`config.mk`:
```
export PLATFORM = sky130hd
export DESIGN_NAME = divider_seq_flat
export DESIGN_NICKNAME = d
export VERILOG_FILES = /design/src/rtl/divider_pkg.sv /design/src/rtl/divider_seq_if.sv /design/src/rtl/divider_step.sv /design/src/rtl/divider_seq.sv /design/src/flat_wrapper.sv
export SDC_FILE = /design/constraint.sdc
export NUM_CORES = 1
export LEC_CHECK = 0
export BUFFER_PORTS_ARGS = -buffer_cell sky130_fd_sc_hd__buf_4
export CAP_MARGIN = 20
export CORE_AREA = 5 5 112 114
export CTS_CLUSTER_SIZE = 16
export DETAILED_ROUTE_END_ITERATION = 8
export DIE_AREA = 0 0 117 119
export HOLD_SLACK_MARGIN = 0.1
export SETUP_SLACK_MARGIN = 0.5
export SLEW_MARGIN = 20
export SYNTH_ARGS = -nofsm -noshare
export SYNTH_HDL_FRONTEND = slang
export SYNTH_SLANG_ARGS = --single-unit
```
`constraint.sdc`:
```
create_clock -name clk -period 3.41 [get_ports clk]
set_input_delay 0.1705 -clock clk [delete_from_list [all_inputs] [get_ports clk]]
set_output_delay 0.1705 -clock clk [all_outputs]
set_load 0.005 [all_outputs]
```
`src/rtl/divider_pkg.sv`:
```
// Shared definitions for the sequential restoring divider: FSM encoding and
// elaboration-time sizing helpers.
package divider_pkg;

    typedef enum logic [1:0] {
        IDLE = 2'd0,
        CALC = 2'd1,
        DONE = 2'd2
    } state_t;

    function automatic int max_f(input int a, input int b);
        return (a > b) ? a : b;
    endfunction

    function automatic int clog2_f(input int v);
        int r;
        r = 0;
        while ((1 << r) < v) begin
            r = r + 1;
        end
        return r;
    endfunction

    // Iteration counter width, never less than one bit
    function automatic int cnt_width(input int width_n);
        return max_f(clog2_f(width_n), 1);
    endfunction

endpackage

```
`src/rtl/divider_seq_if.sv`:
```
// Operand/result handshake bundle of the sequential divider.
interface divider_seq_if #(
    parameter int WIDTH_N = 16,
    parameter int WIDTH_D = 16
) ();
    logic               in_valid;
    logic               in_ready;
    logic [WIDTH_N-1:0] N;
    logic [WIDTH_D-1:0] D;
    logic               out_valid;
    logic               out_ready;
    logic [WIDTH_N-1:0] Q;
    logic [WIDTH_D-1:0] R;
    logic               div_by_zero;
    logic               busy;

    modport master (
        output in_valid, N, D, out_ready,
        input  in_ready, out_valid, Q, R, div_by_zero, busy
    );

    modport slave (
        input  in_valid, N, D, out_ready,
        output in_ready, out_valid, Q, R, div_by_zero, busy
    );
endinterface

```
`src/rtl/divider_step.sv`:
```
// One restoring-division cell: shift a dividend bit into the partial
// remainder, trial-subtract the divisor magnitude, restore on underflow.
module divider_step #(
    parameter int WIDTH_D = 16
) (
    input  logic [WIDTH_D:0]   rem_in,
    input  logic               bit_in,
    input  logic [WIDTH_D-1:0] dmag,
    output logic [WIDTH_D:0]   rem_out,
    output logic               q_bit
);
    logic [WIDTH_D+1:0] ext_s;
    logic [WIDTH_D:0]   diff_s;

    // Trial subtraction; the difference is only kept when it fits, so its width is enough
    always_comb begin
        ext_s  = {rem_in, bit_in};
        diff_s = ext_s[WIDTH_D:0] - {1'b0, dmag};
        q_bit  = (ext_s >= {2'b00, dmag});
        if (q_bit) begin
            rem_out = diff_s;
        end else begin
            rem_out = ext_s[WIDTH_D:0];
        end
    end
endmodule

```
`src/rtl/divider_seq.sv`:
```
// Sequential restoring divider, one quotient bit per cycle, optional
// two's-complement operation with truncating semantics.
module divider_seq
    import divider_pkg::*;
#(
    parameter int WIDTH_N = 16,
    parameter int WIDTH_D = 16,
    parameter int SIGNED  = 0
) (
    input  logic         clk,
    input  logic         rst,
    divider_seq_if.slave bus
);
    localparam int                 CW       = cnt_width(WIDTH_N);
    localparam logic [CW-1:0]      CNT_LAST = CW'(WIDTH_N - 1);
    localparam logic [CW-1:0]      CNT_ONE  = CW'(1);
    localparam logic [WIDTH_N-1:0] N_MIN    = {1'b1, {(WIDTH_N-1){1'b0}}};

    state_t             state;
    logic               in_ready_r, out_valid_r, busy_r, dbz_r, dbz_pend_r;
    logic               q_neg_r, r_neg_r;
    logic [WIDTH_N-1:0] q_r, dvd_r;
    logic [WIDTH_D-1:0] r_r, dmag_r;
    logic [WIDTH_D:0]   rem_r;
    logic [CW-1:0]      cnt_r;

    logic               n_neg_s, d_neg_s, ovf_s, step_q_s;
    logic [WIDTH_N-1:0] n_mag_s;
    logic [WIDTH_D-1:0] d_mag_s;
    logic [WIDTH_D:0]   step_rem_s;

    // Operand magnitudes and the single overflowing signed combination
    always_comb begin
        n_neg_s = (SIGNED != 0) && bus.N[WIDTH_N-1];
        d_neg_s = (SIGNED != 0) && bus.D[WIDTH_D-1];
        n_mag_s = n_neg_s ? (-bus.N) : bus.N;
        d_mag_s = d_neg_s ? (-bus.D) : bus.D;
        ovf_s   = (SIGNED != 0) && (bus.N == N_MIN) && (bus.D == '1);
    end

    divider_step #(.WIDTH_D(WIDTH_D)) u_step (
        .rem_in  (rem_r),
        .bit_in  (dvd_r[WIDTH_N-1]),
        .dmag    (dmag_r),
        .rem_out (step_rem_s),
        .q_bit   (step_q_s)
    );

    // Control FSM and datapath; dvd_r shifts the dividend out and the quotient in
    always_ff @(posedge clk or posedge rst) begin
        if (rst) begin
            state       <= IDLE;
            in_ready_r  <= 1'b1;
            out_valid_r <= 1'b0;
            busy_r      <= 1'b0;
            q_r         <= '0;
            r_r         <= '0;
            dbz_r       <= 1'b0;
            dbz_pend_r  <= 1'b0;
            cnt_r       <= '0;
            dvd_r       <= '0;
            dmag_r      <= '0;
            rem_r       <= '0;
            q_neg_r     <= 1'b0;
            r_neg_r     <= 1'b0;
        end else begin
            case (state)
                IDLE: begin
                    if (bus.in_valid) begin
                        in_ready_r <= 1'b0;
                        busy_r     <= 1'b1;
                        if (bus.D == '0) begin
                            state      <= DONE;
                            dvd_r      <= '1;
                            rem_r      <= {1'b0, bus.N[WIDTH_D-1:0]};
                            q_neg_r    <= 1'b0;
                            r_neg_r    <= 1'b0;
                            dbz_pend_r <= 1'b1;
                        end else if (ovf_s) begin
                            state      <= DONE;
                            dvd_r      <= bus.N;
                            rem_r      <= '0;
                            q_neg_r    <= 1'b0;
                            r_neg_r    <= 1'b0;
                            dbz_pend_r <= 1'b0;
                        end else begin
                            state      <= CALC;
                            cnt_r      <= CNT_LAST;
                            dvd_r      <= n_mag_s;
                            dmag_r     <= d_mag_s;
                            rem_r      <= '0;
                            q_neg_r    <= n_neg_s ^ d_neg_s;
                            r_neg_r    <= n_neg_s;
                            dbz_pend_r <= 1'b0;
                        end
                    end
                end
                CALC: begin
                    rem_r <= step_rem_s;
                    dvd_r <= {dvd_r[WIDTH_N-2:0], step_q_s};
                    if (cnt_r == '0) begin
                        state <= DONE;
                    end else begin
                        cnt_r <= cnt_r - CNT_ONE;
                    end
                end
                DONE: begin
                    // First DONE cycle publishes the signed result; later cycles hold it
                    if (!out_valid_r) begin
                        out_valid_r <= 1'b1;
                        q_r         <= q_neg_r ? (-dvd_r) : dvd_r;
                        r_r         <= r_neg_r ? (-rem_r[WIDTH_D-1:0]) : rem_r[WIDTH_D-1:0];
                        dbz_r       <= dbz_pend_r;
                    end else if (bus.out_ready) begin
                        state       <= IDLE;
                        out_valid_r <= 1'b0;
                        busy_r      <= 1'b0;
                        in_ready_r  <= 1'b1;
                    end
                end
                default: begin
                    state       <= IDLE;
                    in_ready_r  <= 1'b1;
                    out_valid_r <= 1'b0;
                    busy_r      <= 1'b0;
                end
            endcase
        end
    end

    assign bus.in_ready    = in_ready_r;
    assign bus.out_valid   = out_valid_r;
    assign bus.busy        = busy_r;
    assign bus.Q           = q_r;
    assign bus.R           = r_r;
    assign bus.div_by_zero = dbz_r;

endmodule

```
`src/flat_wrapper.sv`:
```
// flat-port wrapper written by rule: the top's interface ports become plain ports
module divider_seq_flat import divider_pkg::*;
#(
    parameter int WIDTH_N = 16,
    parameter int WIDTH_D = 16,
    parameter int SIGNED  = 0
)
  (clk, rst, bus_in_valid, bus_N, bus_D, bus_out_ready, bus_in_ready, bus_out_valid, bus_Q, bus_R, bus_div_by_zero, bus_busy);
  divider_seq_if #(.WIDTH_N(WIDTH_N), .WIDTH_D(WIDTH_D)) bus_i ();
  input  logic clk;
  input  logic rst;
  input wire logic [$bits(bus_i.in_valid)-1:0] bus_in_valid;
  input wire logic [$bits(bus_i.N)-1:0] bus_N;
  input wire logic [$bits(bus_i.D)-1:0] bus_D;
  input wire logic [$bits(bus_i.out_ready)-1:0] bus_out_ready;
  output wire logic [$bits(bus_i.in_ready)-1:0] bus_in_ready;
  output wire logic [$bits(bus_i.out_valid)-1:0] bus_out_valid;
  output wire logic [$bits(bus_i.Q)-1:0] bus_Q;
  output wire logic [$bits(bus_i.R)-1:0] bus_R;
  output wire logic [$bits(bus_i.div_by_zero)-1:0] bus_div_by_zero;
  output wire logic [$bits(bus_i.busy)-1:0] bus_busy;
  assign bus_i.in_valid = bus_in_valid;
  assign bus_i.N = bus_N;
  assign bus_i.D = bus_D;
  assign bus_i.out_ready = bus_out_ready;
  assign bus_in_ready = bus_i.in_ready;
  assign bus_out_valid = bus_i.out_valid;
  assign bus_Q = bus_i.Q;
  assign bus_R = bus_i.R;
  assign bus_div_by_zero = bus_i.div_by_zero;
  assign bus_busy = bus_i.busy;
  divider_seq #(.WIDTH_N(WIDTH_N), .WIDTH_D(WIDTH_D), .SIGNED(SIGNED)) u_core (.clk(clk), .rst(rst), .bus(bus_i));
endmodule
```
=== Word-level counts from Yosys, hierarchy flattened ===
Index checks and enable logic that the tools add are counted.

* ROM bits: 0
* Memory bits (writable): 0
* Bits in latches: 0
* Bits of input ports: 36
* Register bits after elaboration: 92
* Output and inout bits: 36
* Logic and storage cells: 67
* Memories: 0

* Div/mod/pow operators: 0
* $lt $le $gt $ge: 1
* Multipliers: 0
* Shifts and indexed selects: 0
* Multiplexer cells: 29
* Bitwise logic cells: 3
* Add/subtract/negate cells: 2
* Reductions and logical operators: 12
* Equal/unequal tests: 8

{| class="wikitable"
|+ Operators by type and width
! kind !! number
|-
| $mux 16 || 3
|-
| $mux 17 || 2
|-
| $pmux 17 s2 || 1
|-
| $pmux 16 s2 || 1
|-
| $ge 18x16->1 || 1
|-
| $sub 17x16->17 || 1
|-
| $logic_not 16->1 || 1
|-
| $mux 4 || 3
|-
| $reduce_and 4->1 || 3
|-
| $mux 2 || 5
|-
| $mux 1 || 9
|-
| $ne 2x2->1 const B || 4
|-
| $pmux 4 s2 || 1
|-
| $pmux 1 s3 || 2
|-
| $pmux 2 s3 || 1
|-
| $reduce_and 2->1 || 3
|-
| $logic_not 4->1 || 1
|-
| $ne 2x1->1 const B || 2
|-
| $sub 4x1->4 const B || 1
|-
| $not 1->1 || 3
|-
| $reduce_and 3->1 || 1
|-
| $eq 2x1->1 const B || 1
|-
| $eq 2x2->1 const B || 1
|-
| $logic_not 2->1 || 1
|-
| other kinds (3) || 3
|}

=== Logic depth before layout (Yosys ltp) ===
* Depth after elaboration: 4
* Depth in mapped cells: 11
* Mapped depth without buffers: 10

=== By module ===
From an unflattened synthesis, not the netlist that was laid out.

* Cells, all modules: 489
* Area, all modules: 5023.6 sq um

{| class="wikitable"
|+ Modules (own cells, without submodules)
! module !! cells each !! area each (sq um) !! seq. area each (sq um) !! instances
|-
| divider_seq || 330 || 3955.0 || 2303.5 || 1
|-
| divider_step || 159 || 1068.5 || 0.0 || 1
|}

=== Worst setup path after synthesis ===
Ideal clock, no wire load.

* Path type: register to register
* From: reg u_core.dvd_r[15]
* To: reg u_core.rem_r[1]
* Setup time: 135 ps
* Slack: 873 ps
* Path buffers: 1
* Data arrival time: 2401 ps
* Data required time: 3275 ps
* Period minus slack after synthesis: 2537 ps
* Cell stages (with the launch flop): 12
* Path through: dfrtp_1 inv_1 ha_1 inv_1 fa_1 a21o_1 a31oi_1 o211ai_1 a221oi_2 buf_6 mux2i_1 o22ai_1

* Longest elaborated chain between the ends: 3
* Elaborated cells between the ends (all ways): 4
* Classes of those cells: add/sub: 1; order compare: 1; mux: 2

{| class="wikitable"
|+ Ends and longest elaborated chain
! what !! RTL line !! source
|-
| start: declaration || divider_seq.sv:22 || <nowiki>logic [WIDTH_N-1:0] q_r, dvd_r;</nowiki>
|-
| start signal: assignment || divider_seq.sv:81 || <nowiki>dvd_r <= bus.N;</nowiki>
|-
| start signal: assignment || divider_seq.sv:89 || <nowiki>dvd_r <= n_mag_s;</nowiki>
|-
| start signal: assignment || divider_seq.sv:100 || <nowiki>dvd_r <= {dvd_r[WIDTH_N-2:0], step_q_s};</nowiki>
|-
| $sub 17x16->17 or $ge 18x16->1 (tied branches) || divider_step.sv:18, divider_step.sv:19 ||
|-
| $mux 17 (*) || divider_step.sv:20 || <nowiki>if (q_bit) begin</nowiki>
|-
| $pmux 17 s2 (*) || divider_seq.sv:67 || <nowiki>case (state)</nowiki>
|-
| end signal: assignment || divider_seq.sv:75 || <nowiki>rem_r <= {1'b0, bus.N[WIDTH_D-1:0]};</nowiki>
|-
| end signal: assignment || divider_seq.sv:99 || <nowiki>rem_r <= step_rem_s;</nowiki>
|-
| end: declaration || divider_seq.sv:24 || <nowiki>logic [WIDTH_D:0] rem_r;</nowiki>
|}

Mark *: on every way between the ends. The rest lies on a longest branch, timed or not.
A chain may end at the register's enable or synchronous reset.

=== Worst setup path after layout ===
* From: reg u_core.dvd_r[15]
* To: reg u_core.rem_r[0]

Same word-level chain as after synthesis.

==> summary by stage <==
Status
The flow ran to the end, and the final reports show no timing, DRC or antenna violations.

Synth
For this run, the number of Yosys warnings is 0. The share of synthesized cell area in full adder, half adder and majority cells is between 4 and 5%. The flip-flop and latch count after synthesis is between 90 and 100. The post-synthesis share of cell area spent on xor and xnor gates is roughly 1.9%.

The synthesized design contains 0 enable-type register cells. For this run, the leading register cell type out of synthesis is dfrtp_1. The synthesized netlist devotes between 10% and 20% of its cell area to compound gates. The dominant combinational cell family by area after synthesis is compound AO/OA/AOI/OAI gates. The share of the yosys chip area belonging to registers is 45.8%. Synthesis produced a netlist with a net count of 549. The synthesized netlist devotes 13.9% of its cell area to simple gates. The post-synth design cell area is 5020 µm². The number of cells produced by synthesis is ~500.

After synthesis, the netlist uses 65 different library cells. A synthesized cell averages ~10 µm². After synthesis, the share of flip-flops with an asynchronous set or reset is 100%. In the synthesized netlist, mux cells make up between 10% and 20% of the area.

CTS
The later-pin clock latency in the skew report is approximately 350 ps. The CTS buffer count is 9. The longest clock path from root to sink contains 2 buffers. The clock root buffer is clkbuf_16. CTS built an H-tree with a depth of 3. For this design, the sink count on the clock tree is between 90 and 100. The TritonCTS clock tree is built. The register clock-pin slew on the reported worst setup and hold paths is around 60 ps.

STA
After layout, the worst setup slack is between 700 and 800 ps. The final number of hold-violating endpoints is 0. Setup violations remaining at the end of the flow were counted as 0. The maximum clock frequency is between 0.3 and 0.4 GHz.

The part of the cycle the worst path needs is between 70% and 80%. The final sum of negative setup slack is 0 ps. Clock skew on the completed layout was measured at about 6 ps.

The final max-slew violation count is 0. The tightest slew margin relative to the limit is between 30% and 40%. The worst path in the final design needs a cycle of 2680 ps, including I/O delays and setup. For the pin with the worst max-slew slack, the measured transition is 900 ps. Setup repair after global routing left no endpoint under its margin.

Final layout
Registers take about 2300 µm². In the final design database the tool counted between 600 and 700 nets. The library cell used most frequently in the layout, excluding fill and tap cells, is dfrtp_1. The library cells used most frequently in the layout, excluding fill and tap cells, are 91 x dfrtp_1, 79 x buf_4, 50 x mux2_2, 41 x nand2_1, 34 x nor2_1. In the final layout, the multi-input gates occupy 2530 µm².

The post-synthesis to final-layout area growth is 24.6%. The share of post-route cells with drive strength above 1 is 28.0%. Fill cells in the final layout number a little over 1000. The number of antenna diodes in the final layout is 0.

Detailed routing
Summed over all layers, the routed wires come to about 13 mm. The final antenna-violating net count is 0. For this run, design rule violations remaining after detail routing come to 0. The violation count after the first detailed-route iteration is approximately 220. The first TritonRoute pass finished after 4 iterations. The total via count in the routed design is 4042. Dividing the detail-routed wire length by the instance count gives between 15 and 20 µm.

Using the TritonRoute via totals, the vias-per-cell ratio works out to approximately 5.5.

Floorplanning
The initial core utilization is between 40% and 50%. The floorplan has 39 rows. The core footprint is ~11000 µm². The height of the die is roughly 120 µm. The die is between 100 and 150 µm wide. The die covers ~14000 µm². In this run the count of I/O pins placed on the die edge is a little over 70.

GRT
Global routing used between 20% and 30% of the available met2 tracks. The via count of the first global-routing pass is 4019. The total overflow left after global routing is 0. The first global-routing pass estimated about 21 mm of wire.

The met3 layer usage reported by global route is 3.45%. The largest net degree at the start of global routing is between 90 and 100. The met1 routing resource usage after global routing is 27.9%.

The global routing stage identified its most utilized layer as met1. The total routing resource utilization after global routing is between 10% and 20%. The number of antenna violations at the first check in global routing is 0.

Min path
The worst hold path passes through 3 cells. The path class of the tightest hold or removal check is input pin to register.

Worst setup path
STA puts the critical path data arrival time at 2910 ps. Along the worst path, the maximum fanout reaches 7. At the worst endpoint, the required time is 3640 ps. STA classifies the critical path startpoint as a register.

The critical path class is register to register. Measured in cells, the most critical reg-to-reg path has a length of 11. The type of destination of the critical path is a register.

Power and ir drop
The total power per unit cell area is about 1100 nW/µm². The static leakage is around 0.0029 µW. The peak supply drop is between 0.4 and 0.5 mV.

Place
The worst slack at placement is roughly 540 ps. The count of input and output buffers is 71. Once detailed placement completed, the half-perimeter wirelength came to about 9.2 mm.

At the end of routability-driven placement, the weighted congestion stood at 0.822.

Run
The reported max-cap violation count is 0.
## final timing paths
check | start | endpoint | slack [ps]
worst max-delay path | u_core.dvd_r[15] | u_core.rem_r[0] | 730
worst min-delay path | bus_N[0] | u_core.dvd_r[0] | 120
worst max register to register | u_core.dvd_r[15] | u_core.rem_r[0] | 730
worst min register to register | u_core.bus.in_ready | u_core.bus.in_ready | 480
max in group asynchronous | rst | u_core.bus.in_ready | 2550
min in group asynchronous | rst | u_core.bus.Q[2] | 490
## kinds of logic after synthesis
logic type / after synthesis
AOI/OAI and AO/OA: 119
xor gates and xnor gates: 11
adders and majority gates: 18
buffers and inverters: 53
DFF: 92
muxes: 59
and+or+nand+nor: 143
## synth_stat cells, types with 3 or more instances
master | number | area [µm²]
o211ai_1 | 3 | 22.5
o2111ai_1 | 3 | 26.3
xnor2_1 | 6 | 52.6
mux2i_1 | 9 | 90.1
nor2b_1 | 4 | 25.0
xor2_1 | 5 | 43.8
or3_1 | 4 | 25.0
o21ai_0 | 19 | 95.1
mux2_2 | 50 | 563
inv_1 | 27 | 101
or2_2 | 3 | 18.8
buf_2 | 9 | 45.0
a21oi_1 | 26 | 130
nor4_1 | 5 | 31.3
o31ai_1 | 15 | 113
and3_1 | 7 | 43.8
nor3_1 | 17 | 85.1
nand2_1 | 41 | 154
dfrtp_1 | 91 | 2280
a31oi_1 | 6 | 37.5
clkbuf_1 | 15 | 56.3
a21o_1 | 6 | 45.0
o21ai_1 | 3 | 15.0
o22ai_1 | 5 | 31.3
a22oi_1 | 4 | 30.0
nand4_1 | 4 | 25.0
nand3_1 | 7 | 35.0
ha_1 | 17 | 213
and2_1 | 4 | 25.0
nor2_1 | 34 | 128
## per-layer routing
layer,share of wire (%),wire [µm]
met3,5.6,704
met1,47,5910
met2,44,5600
met4,3.0,379
met5,0,0
## critical path: stages, from the launching register on
cell and delay, ps:
dfrtp_1 380, inv_1 90, ha_1 170, inv_1 60, fa_2 340, a21o_1 210
a31oi_4 210, o211ai_1 160, a221oi_2 370, buf_6 200, mux2i_1 80, a221o_1 290
## per-stage QoR
step | hold slack [ps] | instance area, µm² | utilization (%) | std cells | total power, µW
6_report | 122 | 6260 | 55.3 | 729 | 6840
5_1_grt | 146 | 6260 | 55.3 | 729 | 7440
4_1_cts | 109 | 6200 | 54.8 | 726 | 6770
3_5_place_dp | 333 | 5710 | 50.4 | 692 | 5700
3_3_place_gp | 329 | 5710 | 50.4 | 692 | 5630
2_1_floorplan | 321 | 5020 | - | 495 | 4630
## power by group
group | internal, µW | switching, µW
registers | 1620 | 429
logic | 1810 | 1940
clock network | 625 | 408
## cell type report
class | count | area share [%]
multi-input combinational | 350 | 40.4
clock inverter | 1 | 0.480
timing repair buffer | 102 | 13.4
inverter | 27 | 1.64
clock buffer | 14 | 4.38
sequential | 92 | 36.8
tap | 143 | 2.86
## registers in the layout, summed over array words and instances (netlist names)
name	count
u_core.bus.Q	16
u_core.bus.R	16
u_core.bus.busy	1
u_core.bus.div_by_zero	1
u_core.bus.in_ready	1
u_core.bus.out_valid	1
u_core.cnt_r	4
u_core.dbz_pend_r	1
u_core.dmag_r	16
u_core.dvd_r	16
u_core.rem_r	17
u_core.state	2
## timing repair
item,in CTS,in global routing
hold buffers,19,0
endpoints found under the setup margin,0,12
resized for setup,0,4
buffers inserted,0,2
hold endpoints to repair,109,0
Note: power is estimated with default switching activity, not from simulation.
